**src/rtl/power_scan_pkg.sv**
```systemverilog
// power_scan_pkg: shared constants, sample vector type and scan state encoding
// for the power_scan_ctrl direction scanner.
package power_scan_pkg;

  localparam int N_CH   = 12;
  localparam int DATA_W = 24;
  localparam int RES_W  = 64;

  typedef logic signed [DATA_W-1:0] sample_t;
  typedef sample_t [N_CH-1:0]       sample_vec_t;

  typedef enum logic [2:0] {
    IDLE,
    ISSUE,
    DRAIN,
    COMPARE,
    DONE,
    FLUSH
  } scan_state_e;

  // Index width that never collapses to zero bits when only one value exists.
  function automatic int idx_w(input int n);
    return (n > 1) ? $clog2(n) : 1;
  endfunction

endpackage

```
**src/rtl/power_scan_ctrl_if.sv**
```systemverilog
// power_scan_ctrl_if: beam-buffer read port plus the Square_Add stream port
// of the scanner; master = power_scan_ctrl, slave = buffer/Square_Add side.
interface power_scan_ctrl_if
  import power_scan_pkg::*;
#(
  parameter int N_DIR     = 8,
  parameter int N_SAMPLES = 64
);

  localparam int DIR_W = idx_w(N_DIR);
  localparam int IDX_W = idx_w(N_SAMPLES);

  logic                    o_rd_en;
  logic [DIR_W-1:0]        o_rd_dir;
  logic [IDX_W-1:0]        o_rd_idx;
  sample_vec_t             i_rd_data;
  logic                    o_sq_valid;
  sample_vec_t             o_sq_data;
  logic signed [RES_W-1:0] i_sq_result;
  logic                    i_sq_ready;

  modport master (
    output o_rd_en, o_rd_dir, o_rd_idx, o_sq_valid, o_sq_data,
    input  i_rd_data, i_sq_result, i_sq_ready
  );

  modport slave (
    input  o_rd_en, o_rd_dir, o_rd_idx, o_sq_valid, o_sq_data,
    output i_rd_data, i_sq_result, i_sq_ready
  );

endinterface

```
**src/rtl/power_argmax.sv**
```systemverilog
// power_argmax: running maximum of per-direction energies; ties keep the
// earlier (lower) direction because only a strictly larger energy replaces it.
module power_argmax
  import power_scan_pkg::*;
#(
  parameter int DIR_W = 3
) (
  input  logic             clk,
  input  logic             rst_n,
  input  logic             clear,
  input  logic             first,
  input  logic             compare,
  input  logic [DIR_W-1:0] dir,
  input  logic [RES_W-1:0] energy,
  output logic [DIR_W-1:0] best_dir,
  output logic [RES_W-1:0] best_energy
);

  always_ff @(posedge clk or negedge rst_n) begin
    if (!rst_n) begin
      best_dir    <= '0;
      best_energy <= '0;
    end else if (clear) begin
      best_dir    <= '0;
      best_energy <= '0;
    end else if (compare && (first || (energy > best_energy))) begin
      best_dir    <= dir;
      best_energy <= energy;
    end
  end

endmodule

```
**src/rtl/power_scan_ctrl.sv**
```systemverilog
// power_scan_ctrl: time-shares one external Square_Add unit across N_DIR steering
// directions and reports the max-energy one. Define POWER_SCAN_SAT_EN to saturate the accumulator.
module power_scan_ctrl
  import power_scan_pkg::*;
#(
  parameter int N_DIR     = 8,
  parameter int N_SAMPLES = 64
) (
  input  logic                    i_50M_clk,
  input  logic                    i_rst_n,
  input  logic                    i_start,
  input  logic                    i_abort,
  output logic                    o_busy,
  output logic                    o_done,
  output logic [idx_w(N_DIR)-1:0] o_best_dir,
  output logic [RES_W-1:0]        o_best_energy,
  power_scan_ctrl_if.master       bus
);

  localparam int DIR_W = idx_w(N_DIR);
  localparam int IDX_W = idx_w(N_SAMPLES);
  localparam int CNT_W = idx_w(N_SAMPLES + 1);

  localparam logic [DIR_W-1:0] LAST_DIR = DIR_W'(N_DIR - 1);
  localparam logic [IDX_W-1:0] LAST_IDX = IDX_W'(N_SAMPLES - 1);
  localparam logic [CNT_W-1:0] ALL_RCVD = CNT_W'(N_SAMPLES);

  scan_state_e      state;
  logic [DIR_W-1:0] dir;
  logic [IDX_W-1:0] idx;
  logic             rd_en;
  logic             sq_valid;
  logic [RES_W-1:0] acc;
  logic [CNT_W-1:0] rcv_cnt;
  logic [CNT_W-1:0] outstanding;
  logic [DIR_W-1:0] best_dir;
  logic [RES_W-1:0] best_energy;
  logic             accepted_start;
  logic             argmax_cmp;
  logic             result_in;

  // Energies are nonnegative, so the sum is treated as unsigned.
  function automatic logic [RES_W-1:0] acc_add(input logic [RES_W-1:0] a,
                                               input logic [RES_W-1:0] b);
`ifdef POWER_SCAN_SAT_EN
    logic [RES_W:0] sum;
    sum = {1'b0, a} + {1'b0, b};
    return sum[RES_W] ? '1 : sum[RES_W-1:0];
`else
    return a + b;
`endif
  endfunction

  assign bus.o_rd_en    = rd_en;
  assign bus.o_rd_dir   = dir;
  assign bus.o_rd_idx   = idx;
  assign bus.o_sq_valid = sq_valid;
  assign bus.o_sq_data  = bus.i_rd_data;

  assign accepted_start = (state == IDLE) && i_start;
  assign argmax_cmp     = (state == COMPARE) && !i_abort;
  assign result_in      = bus.i_sq_ready && (state != FLUSH);

  power_argmax #(
    .DIR_W (DIR_W)
  ) u_argmax (
    .clk         (i_50M_clk),
    .rst_n       (i_rst_n),
    .clear       (accepted_start),
    .first       (dir == '0),
    .compare     (argmax_cmp),
    .dir         (dir),
    .energy      (acc),
    .best_dir    (best_dir),
    .best_energy (best_energy)
  );

  // Results in flight inside Square_Add, independent of its latency.
  always_ff @(posedge i_50M_clk or negedge i_rst_n) begin
    if (!i_rst_n) begin
      sq_valid    <= 1'b0;
      outstanding <= '0;
    end else begin
      sq_valid <= rd_en;
      case ({sq_valid, bus.i_sq_ready})
        2'b10:   outstanding <= outstanding + CNT_W'(1);
        2'b01:   outstanding <= outstanding - CNT_W'(1);
        default: outstanding <= outstanding;
      endcase
    end
  end

  always_ff @(posedge i_50M_clk or negedge i_rst_n) begin
    if (!i_rst_n) begin
      state         <= IDLE;
      dir           <= '0;
      idx           <= '0;
      rd_en         <= 1'b0;
      acc           <= '0;
      rcv_cnt       <= '0;
      o_busy        <= 1'b0;
      o_done        <= 1'b0;
      o_best_dir    <= '0;
      o_best_energy <= '0;
    end else begin
      o_done <= 1'b0;
      if (result_in) begin
        acc     <= acc_add(acc, bus.i_sq_result);
        rcv_cnt <= rcv_cnt + CNT_W'(1);
      end
      case (state)
        IDLE: begin
          if (i_start) begin
            state   <= ISSUE;
            dir     <= '0;
            idx     <= '0;
            acc     <= '0;
            rcv_cnt <= '0;
            rd_en   <= 1'b1;
            o_busy  <= 1'b1;
          end
        end
        ISSUE: begin
          if (i_abort) begin
            state <= FLUSH;
            rd_en <= 1'b0;
          end else if (idx == LAST_IDX) begin
            state <= DRAIN;
            rd_en <= 1'b0;
          end else begin
            idx <= idx + IDX_W'(1);
          end
        end
        DRAIN: begin
          if (i_abort) begin
            state <= FLUSH;
          end else if ((outstanding == '0) && (rcv_cnt == ALL_RCVD)) begin
            state <= COMPARE;
          end
        end
        COMPARE: begin
          if (i_abort) begin
            state <= FLUSH;
          end else if (dir == LAST_DIR) begin
            state <= DONE;
          end else begin
            state   <= ISSUE;
            dir     <= dir + DIR_W'(1);
            idx     <= '0;
            acc     <= '0;
            rcv_cnt <= '0;
            rd_en   <= 1'b1;
          end
        end
        DONE: begin
          o_best_dir    <= best_dir;
          o_best_energy <= best_energy;
          o_done        <= 1'b1;
          o_busy        <= 1'b0;
          state         <= IDLE;
        end
        FLUSH: begin
          // The read issued in the abort cycle shows up as sq_valid one cycle later.
          if ((outstanding == '0) && !sq_valid) begin
            state  <= IDLE;
            o_busy <= 1'b0;
          end
        end
        default: state <= IDLE;
      endcase
    end
  end

endmodule

```
**src/flat_wrapper.sv**
```systemverilog
// flat-port wrapper written by rule: the top's interface ports become plain ports
module power_scan_ctrl_flat import power_scan_pkg::*;
#(
  parameter int N_DIR     = 8,
  parameter int N_SAMPLES = 64
)
  (i_50M_clk, i_rst_n, i_start, i_abort, o_busy, o_done, o_best_dir, o_best_energy, bus_o_rd_en, bus_o_rd_dir, bus_o_rd_idx, bus_o_sq_valid, bus_o_sq_data, bus_i_rd_data, bus_i_sq_result, bus_i_sq_ready);
  power_scan_ctrl_if #(.N_DIR(N_DIR), .N_SAMPLES(N_SAMPLES)) bus_i ();
  input  logic i_50M_clk;
  input  logic i_rst_n;
  input  logic i_start;
  input  logic i_abort;
  output logic o_busy;
  output logic o_done;
  output logic [idx_w(N_DIR)-1:0] o_best_dir;
  output logic [RES_W-1:0] o_best_energy;
  output wire logic [$bits(bus_i.o_rd_en)-1:0] bus_o_rd_en;
  output wire logic [$bits(bus_i.o_rd_dir)-1:0] bus_o_rd_dir;
  output wire logic [$bits(bus_i.o_rd_idx)-1:0] bus_o_rd_idx;
  output wire logic [$bits(bus_i.o_sq_valid)-1:0] bus_o_sq_valid;
  output wire logic [$bits(bus_i.o_sq_data)-1:0] bus_o_sq_data;
  input wire logic [$bits(bus_i.i_rd_data)-1:0] bus_i_rd_data;
  input wire logic [$bits(bus_i.i_sq_result)-1:0] bus_i_sq_result;
  input wire logic [$bits(bus_i.i_sq_ready)-1:0] bus_i_sq_ready;
  assign bus_o_rd_en = bus_i.o_rd_en;
  assign bus_o_rd_dir = bus_i.o_rd_dir;
  assign bus_o_rd_idx = bus_i.o_rd_idx;
  assign bus_o_sq_valid = bus_i.o_sq_valid;
  assign bus_o_sq_data = bus_i.o_sq_data;
  assign bus_i.i_rd_data = bus_i_rd_data;
  assign bus_i.i_sq_result = bus_i_sq_result;
  assign bus_i.i_sq_ready = bus_i_sq_ready;
  power_scan_ctrl #(.N_DIR(N_DIR), .N_SAMPLES(N_SAMPLES)) u_core (.i_50M_clk(i_50M_clk), .i_rst_n(i_rst_n), .i_start(i_start), .i_abort(i_abort), .o_busy(o_busy), .o_done(o_done), .o_best_dir(o_best_dir), .o_best_energy(o_best_energy), .bus(bus_i));
endmodule
```
**config.mk**
```make
export PLATFORM = sky130hd
export DESIGN_NAME = power_scan_ctrl_flat
export DESIGN_NICKNAME = d
export VERILOG_FILES = /design/src/rtl/power_scan_pkg.sv /design/src/rtl/power_scan_ctrl_if.sv /design/src/rtl/power_argmax.sv /design/src/rtl/power_scan_ctrl.sv /design/src/flat_wrapper.sv
export SDC_FILE = /design/constraint.sdc
export NUM_CORES = 1
export LEC_CHECK = 0
export CAP_MARGIN = 10
export CORE_AREA = 4 4 282 284
export DETAILED_ROUTE_END_ITERATION = 10
export DIE_AREA = 0 0 286 288
export PLACE_DENSITY = 0.56
export SLEW_MARGIN = 20
export SYNTH_ARGS = -nofsm -noshare
export SYNTH_HDL_FRONTEND = slang
export SYNTH_SLANG_ARGS = --single-unit
```
**constraint.sdc**
```tcl
create_clock -name i_50M_clk -period 6.6 [get_ports i_50M_clk]
set_clock_uncertainty 0.2 [all_clocks]
set_input_delay 1.32 -clock i_50M_clk [delete_from_list [all_inputs] [get_ports i_50M_clk]]
set_output_delay 1.32 -clock i_50M_clk [all_outputs]
set_load 0.01 [all_outputs]
```
==> flow_summary.json, run 1 <==
{
  "die_w_um": 286,
  "layout.nets": 2152,
  "cts_tree": "done",
  "p_leak_uw": 0.00785,
  "fin_setup_tns_ns": 0,
  "worst_slew_pin_slew_ns": 1.16,
  "reg2reg_slack_ns": 2.39,
  "die_y_um": 288,
  "drt-pass1-iter-count": 5,
  "antenna_found_initial": 0,
  "ir_worst_vdd_uv": 191,
  "p_per_area_nw_per_um2": 489,
  "finalSetupViolCount": 0,
  "synthArstFlopShare_pct": 100,
  "mappedNetlistArea_um2": 16600,
  "yosys_warnings": 0,
  "synth_edf_count": 0,
  "worst-setup-path-type": "in -> reg",
  "fp.coreArea_um2": 77100,
  "maxCapViolCount": 0,
  "required_ns": 6.83,
  "min_period_over_period_pct": 69.3,
  "cp-startpoint": "bus_i_sq_result[0]",
  "die-area_um2": 82400,
  "max_clock_freq_mhz": 219,
  "endpoint_kind": "flop",
  "gp_congestion": 0.835,
  "finalMaxSlewViolations": 0,
  "multi_input_area_um2": 8110,
  "fill_cells": 8396,
  "drt_iter0_drc": 636,
  "cts_resized": 0,
  "grt_pass1_vias": 12200,
  "r2r-start": "u_core.acc[29]",
  "grt_first_pass_wirelength_um": 79500,
  "post_cts_buffers": 0,
  "dr_total_vias": 12100,
  "hold_buffers": 0,
  "placementRows": 102,
  "grt_max_degree": 117,
  "drcViolationCount": 0,
  "final.min_clock_period_ns": 4.57,
  "clock_latency_ns": 0.56,
  "seqCellArea_um2": 5710,
  "worstPathArrival_ns": 4.80,
  "synth-seq-cells": 228,
  "yosysSeqAreaShare_pct": 34.3,
  "syn_inst": 1827,
  "status": "finished, final reports clean",
  "cp_max_fo": 5,
  "initial_utilization_pct": 21.6,
  "layout-drive-gt1-share_pct": 9.02,
  "numCtsBuffers": 27,
  "worstSetupEndpoint": "u_core.acc[62]",
  "start_kind": "input pin",
  "setup_slack_ns": 2.03,
  "viasPerCell": 4.47,
  "synthDistinctLibCells": 77,
  "root_buffer": "clkbuf_16",
  "hold_class": "reg -> reg",
  "syn_avg_cell_area_um2": 9.10,
  "area_growth_pct": 7.78,
  "portBuffers": 148,
  "post-place-ws_ns": 1.44,
  "r2r_cells": 8,
  "hpwl_um": 41100,
  "clockBufferDepth": 3,
  "ios": 725,
  "hold_violations": 0,
  "synth_nets": 2325,
  "grt_overflow_total": 0,
  "slew_headroom_pct": 21.9,
  "drt-total-wl_um": 53200,
  "h-tree-depth": 1,
  "cts.sinks": 228,
  "clkTransAtPathRegs_ns": 0.06,
  "routedWlPerCell_um": 19.6,
  "ant_nets": 0,
  "grt_use_total_pct": 12.5,
  "rsz0062_at_grt": "no",
  "reg2reg_to": "u_core.u_argmax.best_energy[30]",
  "ys.flop_type": "dfrtp_1"
}
==> cells in the final DEF (no fill, tap or decap), types with 7 or more instances in the layout <==
cell type and instances:
a211oi_1 13, a21o_1 55, a21oi_1 138, a22o_1 67, a31oi_1 10, and3_1 12, buf_4 8, clkbuf_16 27
clkdlybuf4s50_1 147, clkinv_2 7, dfrtp_1 228, ha_1 139, inv_1 93, mux2_2 67, nand2_1 168, nand2b_1 13
nand3_1 36, nand4_1 30, nor2_1 76, nor2b_1 9, nor3_1 28, o21a_1 11, o21ai_0 56, o21ai_1 34
o21bai_1 17, o31ai_1 10, xnor2_1 30, xor2_1 29
==> flip-flops by register name, summed over array words and instances, names as in the netlist, 6 cells and up <==
name                         flops
u_core.u_argmax.best_energy     64
u_core.outstanding               7
u_core.o_best_energy            64
u_core.rcv_cnt                   7
u_core.bus.o_rd_idx              6
u_core.acc                      64
==> cells in the mapped netlist, types with 3 or more instances <==
| library cell | number | area (um^2) |
|---|---|---|
| xnor2_1 | 30 | 263 |
| o211ai_1 | 4 | 30.0 |
| and2_1 | 7 | 43.8 |
| a21o_1 | 55 | 413 |
| a22o_1 | 67 | 587 |
| nor3b_1 | 5 | 37.5 |
| o21a_1 | 12 | 90.1 |
| nand4_1 | 30 | 188 |
| a31oi_1 | 10 | 62.6 |
| a41oi_1 | 4 | 35.0 |
| nand2_1 | 169 | 634 |
| xor2_1 | 29 | 254 |
| nand3_1 | 36 | 180 |
| a211oi_1 | 13 | 97.6 |
| nor2_1 | 76 | 285 |
| mux2_2 | 67 | 754 |
| buf_1 | 4 | 15.0 |
| nor4_1 | 5 | 31.3 |
| o21ai_2 | 3 | 26.3 |
| o21bai_1 | 17 | 128 |
| and3_1 | 12 | 75.1 |
| inv_1 | 93 | 349 |
| a41o_1 | 3 | 30.0 |
| clkbuf_1 | 57 | 214 |
| buf_4 | 288 | 2160 |
| and4_1 | 3 | 26.3 |
| nor2b_1 | 9 | 56.3 |
| dfrtp_1 | 228 | 5710 |
| o21ai_0 | 56 | 280 |
| nand2b_1 | 13 | 81.3 |
| o31ai_1 | 10 | 75.1 |
| or3_1 | 5 | 31.3 |
| a21boi_1 | 4 | 30.0 |
| a21oi_1 | 138 | 691 |
| nor3_1 | 29 | 145 |
| o21ai_1 | 35 | 175 |
| buf_2 | 5 | 25.0 |
| clkbuf_8 | 3 | 41.3 |
| ha_1 | 139 | 1740 |
| a211oi_2 | 3 | 37.5 |
==> how the worst min path moves through the flow <==
stage / from / end / slack [ns] / cells after the start
after CTS: u_core.bus.o_rd_en / u_core.bus.o_sq_valid / 0.21 / 0
final: u_core.bus.o_rd_en / u_core.bus.o_sq_valid / 0.21 / 0
after global placement: u_core.bus.o_rd_en / u_core.bus.o_sq_valid / 0.20 / 0
after floorplan: u_core.bus.o_rd_en / u_core.bus.o_sq_valid / 0.23 / 0
after detailed placement: u_core.bus.o_rd_en / u_core.bus.o_sq_valid / 0.20 / 0
after global routing: u_core.bus.o_rd_en / u_core.bus.o_sq_valid / 0.23 / 0
==> cell type report <==
type / instances / area share (%)
multi-input cells: 1147 / 45.3
inverters: 93 / 1.95
clock inverters: 12 / 0.663
clock buffers: 37 / 4.26
well taps: 1040 / 7.26
repair buffers: 157 / 8.74
diodes: 1 / 0.0140
flip-flops and latches: 228 / 31.8
==> stage by stage <==
stage	power, uW	instances	utilization, %	hold WS [ns]	area [um^2]
3_3_place_gp	7290	2665	22.1	0.196	17000
4_1_cts	8910	2714	23.2	0.212	17900
2_1_floorplan	5970	1827	-	0.229	16600
3_5_place_dp	7320	2665	22.1	0.197	17000
5_1_grt	9620	2714	23.2	0.227	17900
6_report	8770	2715	23.2	0.209	17900
==> per-layer routing <==
layer	routed length, um	global-route usage (%)	vias to the layer above
met5	83	0.774	-
met4	2670	5.74	2
met3	5530	5.34	149
met2	23800	20.0	442
met1	21200	14.5	5762
li1	-	-	5789
==> worst max-delay path, cell delays in order <==
cell	delay, ns
clkdlybuf4s50_1	0.46
ha_1	0.20
inv_1	0.07
fa_1	0.37
nor2b_1	0.20
o31ai_1	0.16
a211oi_2	0.41
o211ai_1	0.23
a21o_1	0.24
a211o_1	0.33
a21oi_1	0.35
a41o_1	0.24
xnor2_1	0.12
o21ai_1	0.09
==> kinds of logic after synthesis <==
kind of cell	share of synthesized area, %
flops	34.3
buf+inv	17.0
fa+ha+maj	10.7
compound gates	18.4
xor+xnor	3.11
mux	4.60
simple gates	11.8
==> power breakdown <==
part,internal [uW],switching [uW]
sequential,2000,556
clock,884,632
combinational,2130,2570
Note: power is estimated with default switching activity, not from simulation.
==> run 2: changes to the inputs <==
Settings changed: CORE_AREA 4 4 282 284 to 4 4 283 285, DIE_AREA 0 0 286 288 to 0 0 287 289, PLACE_DENSITY 0.56 to 0.57.
Clock period 6.6 ns to 3.7 ns, I/O delays scaled along.
==> run 2 against run 1 <==
Against the previous run:
- non-clock buffer count grew 212
- register-to-register slack lost 2.1 ns
- flip-flop and latch count is the same
- largest power group unchanged
- final cell count grew 7.8%
- first-iteration DRC count shrank 5.2%
- critical path type unchanged
==> flow_summary.json, run 2 (synthesized netlist as in run 1, its figures left out) <==
{
  "status": "finished, final reports clean",
  "sequentialPowerShare_pct": 26.6,
  "die_w_um": 287,
  "grt_use_total_pct": 12.7,
  "endpoint_kind": "flop",
  "p_clk_share_pct": 15.6,
  "drt-pass1-iter-count": 7,
  "maxCapViolCount": 0,
  "diodes": 0,
  "ios": 725,
  "multi_input_area_um2": 8200,
  "p_int_uw": 9950,
  "critPathMaxStageDelay_ns": 0.48,
  "crit_top_cell": "buf_4",
  "hold_ws_ns": 0.227,
  "crit_chain": "clkdlybuf4s50_1, ha_1, a211oi_2, o211ai_2, nand3_2, nand2_1, a41oi_1, buf_4, o21ai_1, o22ai_1, buf_4, o41ai_1, buf_4, mux2i_1, nor2_1",
  "clockBufferDepth": 3,
  "h-tree-depth": 1,
  "slew_headroom_pct": 56.5,
  "min_period_over_period_pct": 97.8,
  "drcViolationCount": 0,
  "fp.coreArea_um2": 77300,
  "drt-total-wl_um": 54400,
  "area_growth_pct": 18.3,
  "hpwl_um": 43200,
  "setup_slack_ns": 0.0822,
  "gr-usage-met3_pct": 5.48,
  "cts.sinks": 228,
  "pwr-share-comb_pct": 57.8,
  "seqCellArea_um2": 5710,
  "dr_total_vias": 12900,
  "max_clock_freq_mhz": 276,
  "sw_frac_of_total_pct": 41.5,
  "finalMaxSlewViolations": 0,
  "met1_usage_pct": 14.5,
  "routedWlPerCell_um": 18.6,
  "fin_setup_tns_ns": 0,
  "grt_first_pass_wirelength_um": 81500,
  "grt_max_degree": 84,
  "total_power_uw": 17000,
  "start_kind": "input pin",
  "die_y_um": 289,
  "p_leak_uw": 0.00891,
  "final_common_cell": "dfrtp_1",
  "portBuffers": 148,
  "grt_busiest_layer": "met2",
  "clock_latency_ns": 0.56,
  "slowest_stage": "clkdlybuf4s50_1",
  "worst-setup-path-type": "in -> reg",
  "die-area_um2": 82900,
  "cp_max_fo": 2,
  "most-common-layout-cells": "dfrtp_1, buf_4, nand2_1",
  "drt_iter0_drc": 603,
  "finalSetupViolCount": 0,
  "layout-drive-gt1-share_pct": 20.1,
  "post-place-ws_ns": -0.686,
  "p_per_area_nw_per_um2": 866,
  "clkTransAtPathRegs_ns": 0.06,
  "layout.nets": 2364,
  "required_ns": 3.94,
  "largestRegisters": "u_core.acc x64, u_core.o_best_energy x64, u_core.u_argmax.best_energy x64",
  "worstPathArrival_ns": 3.86,
  "final.min_clock_period_ns": 3.62,
  "grt_pass1_vias": 13000,
  "use_met2_pct": 20.7,
  "antenna_found_initial": 0,
  "ant_nets": 0,
  "root_buffer": "clkbuf_16",
  "fill_cells": 8345,
  "placementRows": 102,
  "p_sw_uw": 7070,
  "initial_utilization_pct": 21.5,
  "hold_violations": 0,
  "gp_congestion": 0.850,
  "worst_slew_pin_slew_ns": 0.646,
  "viasPerCell": 4.42,
  "cts_tree": "done",
  "grt_overflow_total": 0,
  "crit_buf_inv": 4,
  "numCtsBuffers": 27,
  "path_delay_family": "compound AO/OA/AOI/OAI gates",
  "rsz0062_at_grt": "no",
  "ir_worst_vdd_uv": 276,
  "hold_class": "reg -> reg"
}
==> run 2: repair_timing <==
item                       4_1_cts  5_1_grt
buffers inserted                 1        1
hold endpoints to repair        30        0
resized for setup                1       18
pin swaps                        1        4
setup endpoints to repair        5       17
hold buffers                     1        0
==> run 2: area by class of cell <==
cell class	count	area share, %
Clock buffer	36	3.86
Multi-Input combinational cell	1147	41.7
Clock inverter	13	0.560
Sequential cell	228	29.0
Inverter	93	1.78
Tap cell	1040	6.62
Timing Repair Buffer	369	16.5
==> run 2: final timing paths <==
kind                            slack [ns]  depth (start not counted)                              end                      startpoint
worst max-delay path                  0.08                         15                   u_core.acc[61]              bus_i_sq_result[1]
worst min-delay path                  0.23                          0            u_core.bus.o_sq_valid              u_core.bus.o_rd_en
max in group asynchronous             1.85                          3  u_core.u_argmax.best_energy[12]                         i_rst_n
worst max register to register        0.26                         14  u_core.u_argmax.best_energy[27]  u_core.u_argmax.best_energy[1]
worst min register to register        0.23                          0            u_core.bus.o_sq_valid              u_core.bus.o_rd_en
min in group asynchronous             0.58                          2         u_core.o_best_energy[23]                         i_rst_n
==> run 2: stage by stage <==
step | util, % | std cells | cell area, um^2
floorplan | - | 1827 | 16600
CTS | 25.3 | 2925 | 19600
detailed placement | 24.1 | 2874 | 18700
global placement | 24.1 | 2874 | 18700
global route | 25.4 | 2926 | 19700
finish | 25.4 | 2926 | 19700
==> run 2: power by group through the flow <==
| stage | clock, uW | combinational [uW] | sequential, uW |
|---|---|---|---|
| floorplan | 0 | 6250 | 4400 |
| global placement | 0 | 9800 | 4540 |
| detailed placement | 0 | 9850 | 4560 |
| CTS | 2770 | 9920 | 4530 |
| global route | 2860 | 11100 | 4710 |
| finish | 2660 | 9850 | 4520 |
==> run 2: metal layers <==
metal	vias to the layer above	part of all wire, %
met3	149	10
met2	460	46
met1	6108	39
met4	2	4.3
met5	-	0.081
li1	6214	-
==> run 3: changes to the inputs <==
Clock period 3.7 ns to 3.2 ns, I/O delays scaled along.
==> run 3 against run 2 <==
Against the previous run:
- the run now ends with setup timing left
- wire length is 7.0% higher
- utilization is 2.1 points higher
- sequential share of layout area shrank 2.2 points
- power increased by 27%
- first-iteration DRC count rose by 6.3%
- via count is 5.1% higher
- register-to-register slack worse by 0.33 ns
- critical path depth shrank 2
- worst setup slack worse by 0.17 ns
==> flow_summary.json, run 3 (synthesized netlist as in run 1, its figures left out) <==
{
  "grt_pass1_vias": 14100,
  "die_w_um": 287,
  "critPathMaxStageDelay_ns": 0.52,
  "grt_overflow_total": 0,
  "viasPerCell": 4.45,
  "max_clock_freq_mhz": 304,
  "grt_use_total_pct": 13.4,
  "finalSetupViolCount": 69,
  "finalMaxSlewViolations": 0,
  "p_per_area_nw_per_um2": 1020,
  "area_growth_pct": 28.1,
  "slowest_stage": "clkdlybuf4s50_1",
  "pwr-share-comb_pct": 61.9,
  "sequentialPowerShare_pct": 23.8,
  "root_buffer": "clkbuf_16",
  "fin_setup_tns_ns": -1.65,
  "cts.sinks": 228,
  "ant_nets": 0,
  "p_int_uw": 12800,
  "ir_worst_vdd_uv": 346,
  "drt-pass1-iter-count": 5,
  "sw_frac_of_total_pct": 41.0,
  "antenna_found_initial": 6,
  "worstPathArrival_ns": 3.58,
  "grt_max_degree": 70,
  "gp_congestion": 0.863,
  "die_y_um": 289,
  "clkTransAtPathRegs_ns": 0.06,
  "p_sw_uw": 8870,
  "layout-drive-gt1-share_pct": 28.9,
  "crit_chain": "clkdlybuf4s50_1, ha_2, buf_4, a21o_1, a221o_1, a21oi_2, o21a_2, a2111oi_4, buf_4, o21ai_2, a21boi_0, or4_4, a21oi_2",
  "rsz0062_at_grt": "yes",
  "maxCapViolCount": 0,
  "placementRows": 102,
  "cts_tree": "done",
  "hpwl_um": 45000,
  "required_ns": 3.49,
  "clockBufferDepth": 3,
  "finalInstanceArea_um2": 21300,
  "worst-setup-path-type": "in -> reg",
  "hold_class": "reg -> reg",
  "drcViolationCount": 0,
  "status": "finished, violations left",
  "hold_violations": 0,
  "min_period_over_period_pct": 103,
  "worst_slew_pin_slew_ns": 0.658,
  "drt_iter0_drc": 641,
  "p_clk_share_pct": 14.4,
  "p_leak_uw": 0.00970,
  "violations": "setup timing",
  "drt-total-wl_um": 58200,
  "ios": 725,
  "cp_max_fo": 5,
  "start_kind": "input pin",
  "portBuffers": 148,
  "routedWlPerCell_um": 19.1,
  "endpoint_kind": "flop",
  "initial_utilization_pct": 21.5,
  "layout.nets": 2492,
  "numCtsBuffers": 28,
  "final_common_cell": "buf_4",
  "slew_headroom_pct": 56.1,
  "die-area_um2": 82900,
  "grt_first_pass_wirelength_um": 86400,
  "placed_area_um2": 19600,
  "final.min_clock_period_ns": 3.29,
  "clock_latency_ns": 0.56,
  "largestRegisters": "u_core.acc x64, u_core.o_best_energy x64, u_core.u_argmax.best_energy x64",
  "fp.coreArea_um2": 77300,
  "most-common-layout-cells": "buf_4, dfrtp_1, nand2_1",
  "h-tree-depth": 1,
  "setup_slack_ns": -0.0902,
  "dr_total_vias": 13600
}
==> run 3: layout make-up <==
| class | instances | area [um^2] |
|---|---|---|
| fillers | 8298 | 56000 |
| multi-input cells | 1147 | 8780 |
| flip-flops and latches | 228 | 5710 |
| repair buffers | 496 | 4280 |
| well taps | 1040 | 1300 |
| clock buffers | 37 | 766 |
| inverters | 93 | 352 |
| clock inverters | 11 | 100 |
| diodes | 2 | 5.00 |
==> run 3: per-layer routing <==
metal | global-route usage [%] | vias to the layer above | wire length (um) | share of wire [%]
met5 | 0.349 | - | 69 | 0.12
met4 | 5.74 | 8 | 2490 | 4.3
met3 | 5.12 | 168 | 5500 | 9.5
met2 | 22.8 | 463 | 27400 | 47
met1 | 15.1 | 6482 | 22700 | 39
li1 | - | 6473 | - | -
==> run 3: final timing paths <==
kind                                     start                  endpoint  slack [ns]  depth (start not counted)
setup reg to reg                 u_core.acc[1]            u_core.acc[63]       -0.07                         13
hold / removal              u_core.bus.o_rd_en     u_core.bus.o_sq_valid        0.22                          0
hold reg to reg             u_core.bus.o_rd_en     u_core.bus.o_sq_valid        0.22                          0
setup / recovery           bus_i_sq_result[21]            u_core.acc[63]       -0.09                         13
min in group asynchronous              i_rst_n  u_core.o_best_energy[21]        0.45                          2
max in group asynchronous              i_rst_n  u_core.o_best_energy[57]        1.67                          3
==> run 3: worst max-delay path: cells and delay by family <==
family / cells / cell delay (ns)
buf+inv: 3 / 0.84
fa+ha+maj: 1 / 0.32
simple gates: 1 / 0.49
compound gates: 8 / 1.28
==> run 3: timing repair <==
action,4_1_cts,5_1_grt
gates resized for setup,67,72
buffers inserted,7,3
pin swaps,36,36
hold buffers,1,0
endpoints found under the hold margin,61,0
endpoints found under the setup margin,96,96
cloned,2,0
==> run 3: stage by stage <==
stage	util [%]	hold WS [ns]	cells	power [uW]	setup slack [ns]
floorplan	-	0.144	1827	12400	0.0262
global placement	25.4	0.220	2994	17700	-0.945
detailed placement	25.4	0.216	2994	17800	-0.944
CTS	27.0	0.230	3050	21600	-0.0981
global route	27.5	0.256	3052	23500	-0.210
finish	27.5	0.221	3054	21600	-0.0902
==> run 3: power groups by stage <==
stage | combinational [uW] | sequential, uW | clock, uW
4_1_cts | 13200 | 5140 | 3260
3_5_place_dp | 12700 | 5140 | 0
2_1_floorplan | 7260 | 5090 | 0
3_3_place_gp | 12600 | 5120 | 0
6_report | 13400 | 5150 | 3110
5_1_grt | 14900 | 5330 | 3340
